## src/rtl/ldpc_bf_iter_ctrl_if.sv

```systemverilog
// Handshake/status bundle between the bit-flipping iteration controller,
// the syndrome stage and the flip engine.
interface ldpc_bf_iter_ctrl_if #(
    parameter int SUM_BITS  = 9,
    parameter int ITER_BITS = 6
);
    logic                 start;
    logic                 syn_valid;
    logic [SUM_BITS-1:0]  syn_weight;
    logic                 flip_req;
    logic                 flip_ack;
    logic                 busy;
    logic                 done;
    logic                 success;
    logic [ITER_BITS-1:0] iter_cnt;
    logic [SUM_BITS-1:0]  final_weight;
    logic [SUM_BITS-1:0]  best_weight;

    modport master (
        output start, syn_valid, syn_weight, flip_ack,
        input  flip_req, busy, done, success, iter_cnt, final_weight, best_weight
    );

    modport slave (
        input  start, syn_valid, syn_weight, flip_ack,
        output flip_req, busy, done, success, iter_cnt, final_weight, best_weight
    );
endinterface

```

## src/rtl/ldpc_bf_iter_ctrl.sv

```systemverilog
// Iteration controller for the bit-flipping LDPC decoder: converge / give up / flip again.
// Optional stall termination is enabled by defining LDPC_BF_STALL_DETECT_EN.
module ldpc_bf_iter_ctrl #(
    parameter int SUM_BITS    = 9,
    parameter int ITER_BITS   = 6,
    parameter int MAX_ITER    = 20,
    parameter int STALL_LIMIT = 3
) (
    input  logic             clk,
    input  logic             rst,
    ldpc_bf_iter_ctrl_if.slave bus
);
    localparam logic [1:0] IDLE     = 2'd0;
    localparam logic [1:0] WAIT_SYN = 2'd1;
    localparam logic [1:0] FLIP     = 2'd2;
    localparam logic [1:0] DONE     = 2'd3;

    localparam logic [ITER_BITS-1:0] MAX_CNT = ITER_BITS'(MAX_ITER);

    function automatic logic [SUM_BITS-1:0] umin(input logic [SUM_BITS-1:0] a,
                                                 input logic [SUM_BITS-1:0] b);
        return (b < a) ? b : a;
    endfunction

    logic [1:0]           state;
    logic                 done;
    logic                 success;
    logic [ITER_BITS-1:0] iter_cnt;
    logic [SUM_BITS-1:0]  final_weight;
    logic [SUM_BITS-1:0]  best_weight;

`ifdef LDPC_BF_STALL_DETECT_EN
    localparam int STALL_W = $clog2(STALL_LIMIT + 1);

    logic [STALL_W-1:0] stall_cnt;
    logic [STALL_W-1:0] stall_next;
    logic               stall_hit;

    // Improvement is judged against the best weight before this evaluation updates it.
    always_comb begin
        stall_next = (bus.syn_weight < best_weight) ? '0 : stall_cnt + STALL_W'(1);
        stall_hit  = (stall_next == STALL_W'(STALL_LIMIT));
    end
`endif

    always_ff @(posedge clk or negedge rst) begin
        if (!rst) begin
            state        <= IDLE;
            done         <= 1'b0;
            success      <= 1'b0;
            iter_cnt     <= '0;
            final_weight <= '0;
            best_weight  <= '1;
`ifdef LDPC_BF_STALL_DETECT_EN
            stall_cnt    <= '0;
`endif
        end else begin
            done <= 1'b0;
            case (state)
                IDLE, DONE: begin
                    if (bus.start) begin
                        state        <= WAIT_SYN;
                        iter_cnt     <= '0;
                        best_weight  <= '1;
                        success      <= 1'b0;
                        final_weight <= '0;
`ifdef LDPC_BF_STALL_DETECT_EN
                        stall_cnt    <= '0;
`endif
                    end
                end
                WAIT_SYN: begin
                    if (bus.syn_valid) begin
                        best_weight <= umin(best_weight, bus.syn_weight);
                        // Priority: convergence, then stall, then iteration budget.
                        if (bus.syn_weight == '0) begin
                            state        <= DONE;
                            done         <= 1'b1;
                            success      <= 1'b1;
                            final_weight <= '0;
                        end
`ifdef LDPC_BF_STALL_DETECT_EN
                        else if (stall_hit) begin
                            state        <= DONE;
                            done         <= 1'b1;
                            success      <= 1'b0;
                            final_weight <= bus.syn_weight;
                        end
`endif
                        else if (iter_cnt == MAX_CNT) begin
                            state        <= DONE;
                            done         <= 1'b1;
                            success      <= 1'b0;
                            final_weight <= bus.syn_weight;
                        end else begin
                            state <= FLIP;
                        end
`ifdef LDPC_BF_STALL_DETECT_EN
                        if (bus.syn_weight != '0) begin
                            stall_cnt <= stall_next;
                        end
`endif
                    end
                end
                FLIP: begin
                    if (bus.flip_ack) begin
                        iter_cnt <= iter_cnt + ITER_BITS'(1);
                        state    <= WAIT_SYN;
                    end
                end
                default: state <= IDLE;
            endcase
        end
    end

    // Decoded from state so flip_req and busy fall with the asynchronous reset.
    assign bus.flip_req     = (state == FLIP);
    assign bus.busy         = (state == WAIT_SYN) || (state == FLIP);
    assign bus.done         = done;
    assign bus.success      = success;
    assign bus.iter_cnt     = iter_cnt;
    assign bus.final_weight = final_weight;
    assign bus.best_weight  = best_weight;
endmodule

```

## src/flat_wrapper.sv

```systemverilog
// flat-port wrapper written by rule: the top's interface ports become plain ports
module ldpc_bf_iter_ctrl_flat 
#(
    parameter int SUM_BITS    = 9,
    parameter int ITER_BITS   = 6,
    parameter int MAX_ITER    = 20,
    parameter int STALL_LIMIT = 3
)
  (clk, rst, bus_start, bus_syn_valid, bus_syn_weight, bus_flip_ack, bus_flip_req, bus_busy, bus_done, bus_success, bus_iter_cnt, bus_final_weight, bus_best_weight);
  ldpc_bf_iter_ctrl_if #(.SUM_BITS(SUM_BITS), .ITER_BITS(ITER_BITS)) bus_i ();
  input  logic clk;
  input  logic rst;
  input wire logic [$bits(bus_i.start)-1:0] bus_start;
  input wire logic [$bits(bus_i.syn_valid)-1:0] bus_syn_valid;
  input wire logic [$bits(bus_i.syn_weight)-1:0] bus_syn_weight;
  input wire logic [$bits(bus_i.flip_ack)-1:0] bus_flip_ack;
  output wire logic [$bits(bus_i.flip_req)-1:0] bus_flip_req;
  output wire logic [$bits(bus_i.busy)-1:0] bus_busy;
  output wire logic [$bits(bus_i.done)-1:0] bus_done;
  output wire logic [$bits(bus_i.success)-1:0] bus_success;
  output wire logic [$bits(bus_i.iter_cnt)-1:0] bus_iter_cnt;
  output wire logic [$bits(bus_i.final_weight)-1:0] bus_final_weight;
  output wire logic [$bits(bus_i.best_weight)-1:0] bus_best_weight;
  assign bus_i.start = bus_start;
  assign bus_i.syn_valid = bus_syn_valid;
  assign bus_i.syn_weight = bus_syn_weight;
  assign bus_i.flip_ack = bus_flip_ack;
  assign bus_flip_req = bus_i.flip_req;
  assign bus_busy = bus_i.busy;
  assign bus_done = bus_i.done;
  assign bus_success = bus_i.success;
  assign bus_iter_cnt = bus_i.iter_cnt;
  assign bus_final_weight = bus_i.final_weight;
  assign bus_best_weight = bus_i.best_weight;
  ldpc_bf_iter_ctrl #(.SUM_BITS(SUM_BITS), .ITER_BITS(ITER_BITS), .MAX_ITER(MAX_ITER), .STALL_LIMIT(STALL_LIMIT)) u_core (.clk(clk), .rst(rst), .bus(bus_i));
endmodule
```

## config.mk

```make
export PLATFORM = sky130hd
export DESIGN_NAME = ldpc_bf_iter_ctrl_flat
export DESIGN_NICKNAME = d
export VERILOG_FILES = /design/src/rtl/ldpc_bf_iter_ctrl_if.sv /design/src/rtl/ldpc_bf_iter_ctrl.sv /design/src/flat_wrapper.sv
export SDC_FILE = /design/constraint.sdc
export NUM_CORES = 1
export LEC_CHECK = 0
export CAP_MARGIN = 0
export CORE_UTILIZATION = 44
export CTS_CLUSTER_DIAMETER = 50
export CTS_CLUSTER_SIZE = 28
export DETAILED_ROUTE_END_ITERATION = 6
export HOLD_SLACK_MARGIN = 0.1
export PLACE_DENSITY = 0.75
export SYNTH_ARGS = -nofsm -noshare
export SYNTH_HDL_FRONTEND = slang
export SYNTH_SLANG_ARGS = --single-unit
```

## constraint.sdc

```tcl
create_clock -name clk -period 2.1 [get_ports clk]
set_input_delay 0.315 -clock clk [delete_from_list [all_inputs] [get_ports clk]]
set_output_delay 0.315 -clock clk [all_outputs]
set_load 0.05 [all_outputs]
```

== After elaboration in Yosys (flattened, before gate mapping) ==
Cells that the tools add are included.

* Input bits: 14
* Output and inout bits: 28
* Register bits after elaboration: 28

* Reduce and logical (&&, ||, !) cells: 10
* Equal/unequal tests: 9
* $lt $le $gt $ge: 1
* Muxes and demuxes: 27
* Add/sub/neg operators: 1

{| class="wikitable"
|+ Operators with widths
! operator !! number
|-
| $mux W9 || 7
|-
| $pmux W9 S2 || 2
|-
| $mux W6 || 2
|-
| $pmux W6 S2 || 1
|-
| $logic_not A9 Y1 || 1
|-
| $lt A9 B9 Y1 || 1
|-
| $mux W1 || 9
|-
| $mux W2 || 4
|-
| $reduce_and A4 Y1 || 2
|-
| $add A6 B1 Y6 const B || 1
|-
| $eq A6 B5 Y1 const B || 1
|-
| $ne A2 B2 Y1 const B || 3
|-
| $pmux W2 S3 || 1
|-
| $reduce_and A3 Y1 || 2
|-
| $eq A2 B2 Y1 const B || 2
|-
| $reduce_bool A2 Y1 || 2
|-
| $ne A3 B1 Y1 const B || 1
|-
| $eq A2 B1 Y1 const B || 1
|-
| $logic_not A2 Y1 || 1
|-
| $ne A2 B1 Y1 const B || 1
|-
| $pmux W1 S2 || 1
|-
| $reduce_or A2 Y1 || 1
|-
| $logic_or A1 B1 Y1 || 1
|}

== Depth between registers and ports, before layout ==
* Word-level depth: 5
* Gate-level depth with buffers: 8
* Mapped depth without buffers: 7

== Worst setup path after synthesis ==
OpenSTA, ideal clock, no wires.

* Path type: register to register
* From: reg u_core.best_weight[2] (netlist: u_core.bus.best_weight[2])
* To: reg u_core.best_weight[1] (netlist: u_core.bus.best_weight[1])
* Path buffers: 1
* Period minus slack after synthesis: 2479 ps
* Arrival: 2397 ps
* Stages on the path, launching flop included: 9
* Setup time: 81 ps
* Slack: -379 ps
* Path through: dfstp_2 inv_1 ha_1 a211oi_1 nor3_1 a211oi_1 clkbuf_1 and4b_1 a21oi_1

* Longest elaborated chain between the ends: 3

{| class="wikitable"
|+ RTL lines
! item !! RTL line !! text
|-
| start, declared || ldpc_bf_iter_ctrl.sv:30 || <nowiki>logic [SUM_BITS-1:0] best_weight;</nowiki>
|-
| start signal, assigned || ldpc_bf_iter_ctrl.sv:74 || <nowiki>best_weight <= umin(best_weight, bus.syn_weight);</nowiki>
|-
| $lt A9 B9 Y1 || ldpc_bf_iter_ctrl.sv:22 || <nowiki>return (b < a) ? b : a;</nowiki>
|-
| $ne A2 B1 Y1 (no source line) || -- ||
|-
| $reduce_and A4 Y1 (no source line) || -- ||
|}

Every way passes these cells.
A chain may end at the register's enable or synchronous reset.

== Worst setup path in the final report ==
* From: in bus_syn_weight[3]
* To: reg u_core.final_weight[7] (netlist: u_core.bus.final_weight[7])

* Longest elaborated chain between the ends: 4
* Elaborated cells on any way between the ends: 6
* Classes of those cells: 1 x eq/ne; 3 x mux; 2 x reduce/logical

{| class="wikitable"
|+ RTL lines
! item !! RTL line !! text
|-
| start, declared || flat_wrapper.sv:15 || <nowiki>input wire logic [$bits(bus_i.syn_weight)-1:0] bus_syn_weight;</nowiki>
|-
| $logic_not A9 Y1 (*) || ldpc_bf_iter_ctrl.sv:76 || <nowiki>if (bus.syn_weight == '0) begin</nowiki>
|-
| $mux W9 || ldpc_bf_iter_ctrl.sv:76 ||
|-
| $mux W9 || ldpc_bf_iter_ctrl.sv:73 || <nowiki>if (bus.syn_valid) begin</nowiki>
|-
| $pmux W9 S2 || ldpc_bf_iter_ctrl.sv:59 || <nowiki>case (state)</nowiki>
|-
| end signal, assigned || ldpc_bf_iter_ctrl.sv:94 || <nowiki>final_weight <= bus.syn_weight;</nowiki>
|-
| end, declared || ldpc_bf_iter_ctrl.sv:29 || <nowiki>logic [SUM_BITS-1:0] final_weight;</nowiki>
|}

Every way passes the cells marked *; elsewhere a longest branch is shown, timed or not. The select of a mux whose other input is x is not followed.

==> impl_metrics.ini <==
[run_status]
outcome = complete, no violations

[yosys]
synth-seq-cells = 28
ys_warn_count = 0
yosysTopAreaCell = dfrtp_1
synth_cell_types = 31
ys_seq_area_share_pct = 42.59
ys.flop_type = dfrtp_1
ys_async_sr_fraction_pct = 100.0
syn_nets = 207
synth_edf_count = 0
syn_avg_cell_area_um2 = 9.235
yosysMostFrequentCell = inv_1
yosys-top-cells-area = dfrtp_1 (28%), dfstp_2 (14%), ha_1 (9.0%), inv_1 (6.1%), mux2i_1 (6.0%)
netlist_area_um2 = 1672
synthCells = 181
synth_top_area_share_pct = 28.44
synthTopCellsByCount = inv_1 (27), dfrtp_1 (19), nor3_1 (17)

[sta]
fmax_mhz = 493.2
worst_pin_slew_ps = 639.6
hold_violations = 0
hold_ws_ps = 389.1
max_slew_margin_pct = 56.91
min_period_over_period_pct = 96.56
setup-tns-final_ps = 0
skew_ps = 2.364
slew_viol_final = 0
setup_viol = 0
period_needed_ps = 2028

[clock_tree]
htree_levels = 1
clk_latency_ps = 280
ctsHoldBuffers = 0
clock-root-buffer = clkbuf_8
cts_tree = built
cts_buffer_depth = 2
cts_num_sinks = 28
clk_transition_reported_paths_ps = 90
numCtsBuffers = 3

[layout]
n_fill_cell = 304
nNetsFinal = 270
seqCellArea_um2 = 711.9
antenna_cells = 0
layout-drive-gt1-share_pct = 21.40
multi_input_area_um2 = 893.4
area_delta_synth_final_pct = 42.81

[critical_path]
crit_chain = clkdlybuf4s50_1 -> or3_4 -> nor4_4 -> a21oi_2 -> a2111oi_4 -> buf_4 -> mux2i_1
r2r_setup_slack_ps = 150
crit_path_end = u_core.bus.final_weight[7]
rr_startpoint = u_core.bus.best_weight[8]
rr_worst_depth = 8
crit_fanout = 5
r2r_end = u_core.bus.best_weight[6]
worst_ep_arrival_time_ps = 2240
slowest_stage = clkdlybuf4s50_1
max_stage_delay_ps = 450
critPathLaunchType = input port
end_kind = flop
required_ps = 2310
crit_type = input port to flop
crit_path_start = bus_syn_weight[3]

[floorplanning]
fp.coreArea_um2 = 3661
die_y_um = 63.64
fp-row-count = 22
fp.dieArea_um2 = 4049
die_w_um = 63.64
ioPinCount = 42
start_util_pct = 45.66

[detailed_routing]
ant_nets = 0
wl_met3_um = 118
drc = 0
via_per_inst = 5.003
drt_wl_total_um = 3747
wl_met2_um = 1753
drt_iter0_markers = 85
wirelength_met1_um = 1818
maxUsedRoutingLayer = met4
vias = 1456
avgRoutedWirePerCell_um = 12.88
dr.pass1.iters = 4

[placed_design]
io_buffer_count = 41
place_hpwl_um = 2834
place.gp.congestion = 0.8648

[global_routing]
grt_pass1_wl_um = 6299
grt_max_degree = 29
grt_pass1_vias = 1358
antenna_found_initial = 0
grt_overflow_total = 0
grt_use_total_pct = 20.07

[pwr]
p_leak_nw = 1.137
powerDensity_nw_per_um2 = 1424
ir_drop_mv = 0.6324

[worst_hold_path]
hold_class = input port to flop

[job]
maxCapViolations = 0
cell type report:
type,instances,area share (%)
multi-input cells,120,37.42
repair buffers,64,24.11
well taps,48,2.516
flip-flops and latches,28,29.82
inverters,27,4.245
clock buffers,4,1.887
sequential cells by signal, summed over array words and instances, names as in the netlist:
| register | count |
|---|---|
| u_core.bus.best_weight | 9 |
| u_core.bus.done | 1 |
| u_core.bus.final_weight | 9 |
| u_core.bus.iter_cnt | 6 |
| u_core.bus.success | 1 |
| u_core.state | 2 |
layout by cell type, fill, tap and decap left out, types with 2 or more instances in the layout:
master / netlist / layout
nor2_1: 13 / 13
ha_1: 12 / 10
dfrtp_1: 19 / 19
clkbuf_2: 0 / 2
nand2_1: 16 / 16
buf_4: 0 / 24
nand3_1: 5 / 5
inv_1: 27 / 27
dlymetal6s2s_1: 0 / 2
and4b_1: 8 / 8
o31ai_1: 3 / 3
nor3_1: 17 / 16
clkdlybuf4s50_1: 0 / 33
clkbuf_8: 0 / 3
mux2i_1: 10 / 10
a21oi_1: 8 / 8
o21ai_0: 10 / 9
dfstp_2: 9 / 9
ha_4: 0 / 2
worst min-delay path by stage:
stage                                          from                         end  slack (ps)  depth (start not counted)
after global placement    u_core.bus.best_weight[1]   u_core.bus.best_weight[1]         490                          2
after floorplan                                 rst             u_core.bus.done          20                          0
after CTS                                       rst             u_core.bus.done         420                          2
after detailed placement  u_core.bus.best_weight[1]   u_core.bus.best_weight[1]         490                          2
final                             bus_syn_weight[0]  u_core.bus.final_weight[0]         390                          3
after global routing                            rst             u_core.bus.done         430                          2
repair_timing:
action,CTS,global route
endpoints found under the setup margin,10,18
pin swaps,3,3
setup buffers,1,1
gates cloned,1,0
gates resized for setup,9,9
where the power goes:
part	switching, mW	internal (mW)	total [mW]
Sequential	0.133	0.754	0.887
Clock	0.171	0.137	0.307
Combinational	1.38	0.830	2.21
Total	1.68	1.72	3.40
logic make-up (layout without fill, tap and decap cells):
kind of cell	count (synthesis)	in the layout	synth area share (%)
flip-flops	28	28	42.59
buffers and inverters	33	95	7.860
AO/OA/AOI/OAI	28	28	10.48
AND/OR/NAND/NOR	70	70	24.10
adder cells (fa/ha/maj)	12	12	8.982
multiplexers	10	10	5.988
metrics by stage:
step	instance area, µm²	total power, mW	setup WS [ps]	std cells	util, %
5_1_grt	2387	3.636	-13.05	291	65.21
2_1_floorplan	1724	2.399	5.080	181	-
3_5_place_dp	2300	3.047	-496.2	284	62.82
6_report	2387	3.399	72.31	291	65.21
3_3_place_gp	2300	3.009	-422.9	284	62.82
4_1_cts	2369	3.402	11.42	290	64.70
metal layers:
| metal | vias up | global-route usage [%] |
|---|---|---|
| met4 | 0 | 6.818 |
| met2 | 30 | 31.91 |
| met5 | - | 0 |
| met1 | 674 | 27.68 |
| met3 | 5 | 2.899 |
| li1 | 747 | - |
critical path: cells and delay by family:
family          cells  cell delay [ps]
compound gates      2              520
buf+inv             2              680
mux                 1              180
simple gates        2              540
Power figures use the tool's default switching activity.
